==> src/rtl/mon_prod_radix.sv <==
// Iterative radix-2^K Montgomery multiplier: result = a*b*2^-WIDTH mod m.
// One B digit per ADD_A/ADD_M pair, then a single conditional subtraction.
module mon_prod_radix #(
    parameter int WIDTH = 64,
    parameter int K     = 2
) (
    input  logic             clk,
    input  logic             rst,
    input  logic             start,
    input  logic [WIDTH-1:0] a,
    input  logic [WIDTH-1:0] b,
    input  logic [WIDTH-1:0] m,
    input  logic [K-1:0]     mu,
    output logic             busy,
    output logic             done,
    output logic [WIDTH-1:0] result
);

    localparam int N  = WIDTH / K;
    localparam int CW = $clog2(N + 1);
    localparam int PW = WIDTH + K + 1;

    typedef enum logic [1:0] {
        IDLE,
        ADD_A,
        ADD_M,
        SUB
    } state_t;

    state_t           state, state_n;
    logic [WIDTH-1:0] a_r, a_n;
    logic [WIDTH-1:0] b_r, b_n;
    logic [WIDTH-1:0] m_r, m_n;
    logic [K-1:0]     mu_r, mu_n;
    logic [K-1:0]     q_r, q_n;
    logic [PW-1:0]    p_r, p_n;
    logic [CW-1:0]    cnt_r, cnt_n;
    logic             busy_r, busy_n;
    logic             done_r, done_n;
    logic [WIDTH-1:0] result_r, result_n;

    logic [PW-1:0]    a_ext;
    logic [PW-1:0]    d_ext;
    logic [PW-1:0]    q_ext;
    logic [PW-1:0]    m_ext;
    logic [PW-1:0]    sum_a;
    logic [PW-1:0]    sum_m;
    logic             p_ge_m;

    assign a_ext  = PW'(a_r);
    assign d_ext  = PW'(b_r[K-1:0]);
    assign q_ext  = PW'(q_r);
    assign m_ext  = PW'(m_r);
    assign sum_a  = p_r + a_ext * d_ext;
    assign sum_m  = p_r + q_ext * m_ext;
    assign p_ge_m = (p_r >= m_ext);

    always_ff @(posedge clk or posedge rst) begin
        if (rst) begin
            state    <= IDLE;
            a_r      <= '0;
            b_r      <= '0;
            m_r      <= '0;
            mu_r     <= '0;
            q_r      <= '0;
            p_r      <= '0;
            cnt_r    <= '0;
            busy_r   <= 1'b0;
            done_r   <= 1'b0;
            result_r <= '0;
        end else begin
            state    <= state_n;
            a_r      <= a_n;
            b_r      <= b_n;
            m_r      <= m_n;
            mu_r     <= mu_n;
            q_r      <= q_n;
            p_r      <= p_n;
            cnt_r    <= cnt_n;
            busy_r   <= busy_n;
            done_r   <= done_n;
            result_r <= result_n;
        end
    end

    always_comb begin
        state_n  = state;
        a_n      = a_r;
        b_n      = b_r;
        m_n      = m_r;
        mu_n     = mu_r;
        q_n      = q_r;
        p_n      = p_r;
        cnt_n    = cnt_r;
        busy_n   = busy_r;
        done_n   = 1'b0;
        result_n = result_r;
        unique case (state)
            IDLE: begin
                // The done cycle itself is not an accepting cycle.
                if (start && !done_r) begin
                    a_n     = a;
                    b_n     = b;
                    m_n     = m;
                    mu_n    = mu;
                    p_n     = '0;
                    cnt_n   = CW'(N);
                    busy_n  = 1'b1;
                    state_n = ADD_A;
                end
            end
            ADD_A: begin
                p_n     = sum_a;
                q_n     = sum_a[K-1:0] * mu_r;
                state_n = ADD_M;
            end
            ADD_M: begin
                p_n     = sum_m >> K;
                b_n     = b_r >> K;
                cnt_n   = cnt_r - CW'(1);
                state_n = (cnt_r == CW'(1)) ? SUB : ADD_A;
            end
            SUB: begin
                result_n = WIDTH'(p_ge_m ? p_r - m_ext : p_r);
                done_n   = 1'b1;
                busy_n   = 1'b0;
                state_n  = IDLE;
            end
            default: state_n = IDLE;
        endcase
    end

    assign busy   = busy_r;
    assign done   = done_r;
    assign result = result_r;

endmodule

==> config.mk <==
export PLATFORM = sky130hd
export DESIGN_NAME = mon_prod_radix
export DESIGN_NICKNAME = d
export VERILOG_FILES = /design/src/rtl/mon_prod_radix.sv
export SDC_FILE = /design/constraint.sdc
export NUM_CORES = 2
export LEC_CHECK = 0
export CORE_MARGIN = 8
export CORE_UTILIZATION = 65
export CTS_CLUSTER_DIAMETER = 80
export DETAILED_ROUTE_END_ITERATION = 10
export DONT_BUFFER_PORTS = 1
export PLACE_DENSITY = 0.81
export SLEW_MARGIN = 10
export SYNTH_ARGS = -nofsm -noshare
export SYNTH_HDL_FRONTEND = slang
export SYNTH_SLANG_ARGS = --single-unit
==> constraint.sdc <==
create_clock -name clk -period 11.9 [get_ports clk]
set_input_delay 1.19 -clock clk [delete_from_list [all_inputs] [get_ports clk]]
set_output_delay 1.19 -clock clk [all_outputs]
set_load 0.05 [all_outputs]
Yosys cells after proc, flatten, opt, wreduce, memory -nomap -nowiden
Index checks and enable logic that the tools add are counted.
{"block": "word_totals", "register_bits": 337, "in_bits": 197, "out_inout_bits": 66, "wordCells": 47}
{"block": "op_classes", "n_addsub": 4, "mul": 3, "n_lt_le_gt_ge": 1, "n_eq_ne": 5, "mux": 13, "reduce_logical": 10}
{"op": "$pmux 67 s3", "count": 1}
{"op": "$add 67x66->67", "count": 2}
{"op": "$mux 64", "count": 2}
{"op": "$pmux 64 s2", "count": 1}
{"op": "$ge 67x64->1", "count": 1}
{"op": "$mux 67", "count": 1}
{"op": "$mul 2x64->66", "count": 1}
{"op": "$mul 64x2->66", "count": 1}
{"op": "$sub 64x64->64", "count": 1}
{"op": "$pmux 6 s2", "count": 1}
{"op": "$pmux 2 s4", "count": 1}
{"op": "$reduce_and 2->1", "count": 4}
{"op": "$eq 6x1->1 const B", "count": 1}
{"op": "$mux 6", "count": 1}
{"op": "$sub 6x1->6 const B", "count": 1}
{"op": "$eq 2x2->1 const B", "count": 2}
{"op": "$mux 2", "count": 2}
{"op": "$reduce_bool 2->1", "count": 2}
{"op": "$reduce_bool 3->1", "count": 1}
{"op": "$eq 2x1->1 const B", "count": 1}
{"op": "$logic_not 2->1", "count": 1}
{"op": "$mul 2x2->2", "count": 1}
{"op": "$mux 1", "count": 2}
{"op": "$ne 2x2->1 const B", "count": 1}
{"op": "other kinds (3)", "count": 3}

Longest topological paths before layout
{"block": "depth", "word_depth": 4, "ltp_mapped": 18}

Worst setup path after synthesis
OpenSTA, ideal clock, no wires.
{"block": "synth_timing", "path_type": "flip-flop to flip-flop", "start": "register b_r[1]", "end": "register p_r[64]", "setup_time_ns": 0.141, "arrival_time_ns": 3.960, "required_ns": 11.759, "setup_slack_ns": 7.799, "stages_incl_launch_ff": 19, "n_path_buf": 3, "cell_sequence": "dfrtp_1 > clkbuf_1 > clkbuf_1 > nand2_1 > fa_1 > inv_1 > ha_1 > clkbuf_2 > nand3_2 > a2111oi_0 > nand3_1 > and4b_4 > o41ai_4 > a31o_4 > o21a_1 > a21oi_2 > o21ai_1 > xnor2_1 > o221ai_1"}
{"block": "synth_via", "elab_chain_cells": 3}
{"item": "start, declared", "line": "32", "source": "logic [WIDTH-1:0] b_r, b_n;"}
{"item": "start signal, assigned", "line": "74", "source": "b_r <= b_n;"}
{"item": "$mul 64x2->66", "line": "54", "source": "assign sum_a = p_r + a_ext * d_ext;"}
{"item": "$add 67x66->67", "line": "54"}
{"item": "$pmux 67 s3", "line": "98", "source": "unique case (state)"}
{"item": "end signal, assigned", "line": "78", "source": "p_r <= p_n;"}
{"item": "end, declared", "line": "36", "source": "logic [PW-1:0] p_r, p_n;"}
No other way between the ends.
A chain may end at the register's enable or synchronous reset.

Worst setup path after layout
{"block": "layout_timing", "start": "register b_r[0]", "end": "register p_r[66]"}
The elaborated chain is that of the path after synthesis.

==> flow_summary.toml <==
[run_status]
status = "completed"

[cts]
path_clk_slew_ps = 60
clock_latency_ps = 590
clock-sinks = 337
cts_resized = 0
clockBufferDepth = 3
post-cts-setup-buffer-count = 0
hold_buffers = 0
cts_tree = "done"
cts_root_buffer = "clkbuf_16"
numCtsBuffers = 40
htree_levels = 2

[drt]
ant_nets = 0
vias = 26300
met2WireLength_um = 43200
route.final.wire_length_um = 92500
wl_met3_um = 8440
dr.first_iter.drc_count = 2479
drc_errors = 0
top_layer_used = "met5"
firstDrtPassIters = 8
viasPerCell = 6.38
wire_per_inst_um = 22.5
m1WireLength_um = 37400

[cells_and_area]
insertedDiodeCount = 0
drive_gt1_share_pct = 7.74
ff_latch_area_mm2 = 0.00844
synthToLayoutAreaGrowth_pct = 5.78
fillers = 3693
multi_input_area_mm2 = 0.0192
num-nets-final = 4012

[hold_path]
hold_class = "reg2reg"

[die]
fp.dieW_um = 230
die_area_mm2 = 0.0531
std_cell_rows = 78
design.portCount = 263
die_h_um = 230
core_mm2 = 0.0454
initial_core_util_pct = 65.9

[logic_synthesis]
synth_fp_nets = 4121
ys_top_cells_by_area = "dfrtp_1, fa_1, ha_1"
yosys_warnings = 0
synth_seq_cells = 337
syn_inst = 3592
ys_async_sr_fraction_pct = 100
synth.largest_area_cell = "dfrtp_1"
synth.avg_cell_area_um2 = 8.32
synth_most_common_cell = "nand2_1"
synth_top_area_share_pct = 28.2
synth_area_mm2 = 0.0299
yosysSeqAreaShare_pct = 28.2
ys_types = 93
synth_common_cells = "nand2_1, inv_1, dfrtp_1"
synth_edf_count = 0
synthFlopType = "dfrtp_1"

[sta]
drv_slew = 0
setup-violations-final = 0
min_period_over_period_pct = 46.8
clock-skew-final_ps = 13.0
relSlewSlack_pct = 15.6
grt_setup_unrepaired = "no"
tns_ps = 0
tightest_slew_ps = 1260
hold_viol_final = 0
max_freq_ghz = 0.180
finalCriticalPeriod_ps = 5570

[placement]
dp_hpwl_um = 71600
portBuffers = 0
gp_congestion = 1.00

[global_route]
antenna_found_initial = 1
grtUsageTotal_pct = 33.8
grt_max_degree = 129
globalRoute.totalOverflow = 0
grt_pass1_vias = 25900
grt_pass1_wl_um = 144000

[critical_path]
worstSetupEndpointType = "register"
crit_path_start_kind = "register"
required_ps = 12370
arrival_ps = 6040
worst-path-max-fanout = 35
path_class = "reg2reg"

[flow_run]
cap_violations = 0
-- worst max-delay path: stages (launching register included) --
cell	delay, ps
dfrtp_2	830
buf_4	480
nand2_1	130
fa_1	520
inv_1	60
ha_1	320
o21ai_0	140
o21ai_1	210
a31oi_1	200
o31ai_2	620
a31oi_1	420
o311ai_1	360
nand2_1	250
o21ba_2	310
o31ai_4	270
o21bai_1	100
a22o_1	190
-- layout make-up --
cell class                      instances  area share (%)
Timing Repair Buffer                   18           0.427
Clock buffer                           49            3.49
Multi-Input combinational cell       2643            60.6
Clock inverter                         23            1.11
Tap cell                              600            2.37
Inverter                              443            5.28
Sequential cell                       337            26.7
-- cells in the final DEF (no fill, tap or decap), types with 9 or more instances in the layout --
cell,n
a21o_1,91
nand4_1,36
nor3_1,35
o221ai_1,10
nand2b_1,18
and4_1,12
a211oi_1,16
mux2i_1,66
nand3_1,52
nor2b_1,17
buf_4,18
nor2_1,192
and3_1,23
a21oi_1,309
ha_1,200
o21ai_1,18
and2_1,18
inv_1,441
xor2_1,67
a31oi_1,30
o211ai_1,17
nand2_1,522
a21boi_0,9
o21ai_0,243
mux2_2,135
o21bai_1,40
fa_1,129
a22oi_1,51
xnor2_1,112
dfrtp_1,333
or3_1,9
clkbuf_16,40
o31ai_1,12
o21a_1,19
-- per-stage QoR --
| stage | instance area, µm² | instances | util [%] | hold slack, ps | worst slack, ps |
|---|---|---|---|---|---|
| 2_1_floorplan | 29900 | 3592 | - | 450 | 1370 |
| 3_3_place_gp | 30200 | 4041 | 66.5 | 463 | 6610 |
| 3_5_place_dp | 30200 | 4041 | 66.5 | 470 | 6510 |
| 4_1_cts | 31600 | 4113 | 69.7 | 483 | 6440 |
| 5_1_grt | 31600 | 4113 | 69.7 | 505 | 6140 |
| 6_report | 31600 | 4113 | 69.7 | 479 | 6330 |
-- state kept, by name (all words and copies together) (netlist names) --
name    flops
cnt_r       6
result     64
p_r        67
mu_r        2
q_r         2
b_r        64
m_r        64
a_r        64
state       2
busy        1
done        1
-- worst paths after layout --
kind	start	end	slack [ps]	cells after the start
worst max-delay path	b_r[0]$_DFFE_PP0P_	p_r[66]$_DFFE_PP0P_	6330	16
worst min-delay path	b_r[15]$_DFFE_PP0P_	b_r[15]$_DFFE_PP0P_	480	2
worst max register to register	b_r[0]$_DFFE_PP0P_	p_r[66]$_DFFE_PP0P_	6330	16
worst min register to register	b_r[15]$_DFFE_PP0P_	b_r[15]$_DFFE_PP0P_	480	2
max in group asynchronous	rst	result[55]$_DFFE_PP0P_	9280	3
min in group asynchronous	rst	b_r[20]$_DFFE_PP0P_	520	1
-- per-layer routing --
metal,track usage [%],vias up
met2,55.3,1191
li1,-,12000
met4,12.2,2
met1,44.1,12800
met3,7.27,249
met5,0,-
-- kinds of logic (layout without fill, tap and decap cells) --
| group | after synthesis | after routing | share of synthesized area [%] |
|---|---|---|---|
| buf+inv | 612 | 533 | 7.89 |
| flops | 337 | 337 | 28.2 |
| fa+ha+maj | 332 | 332 | 17.1 |
| simple gates | 970 | 970 | 14.2 |
| compound gates | 961 | 961 | 20.0 |
| xor+xnor | 179 | 179 | 5.24 |
| mux | 201 | 201 | 7.29 |
Power is left out: the tool's default activity adds up to more than one toggle a clock period on the data nets, which glitch-free logic cannot reach.
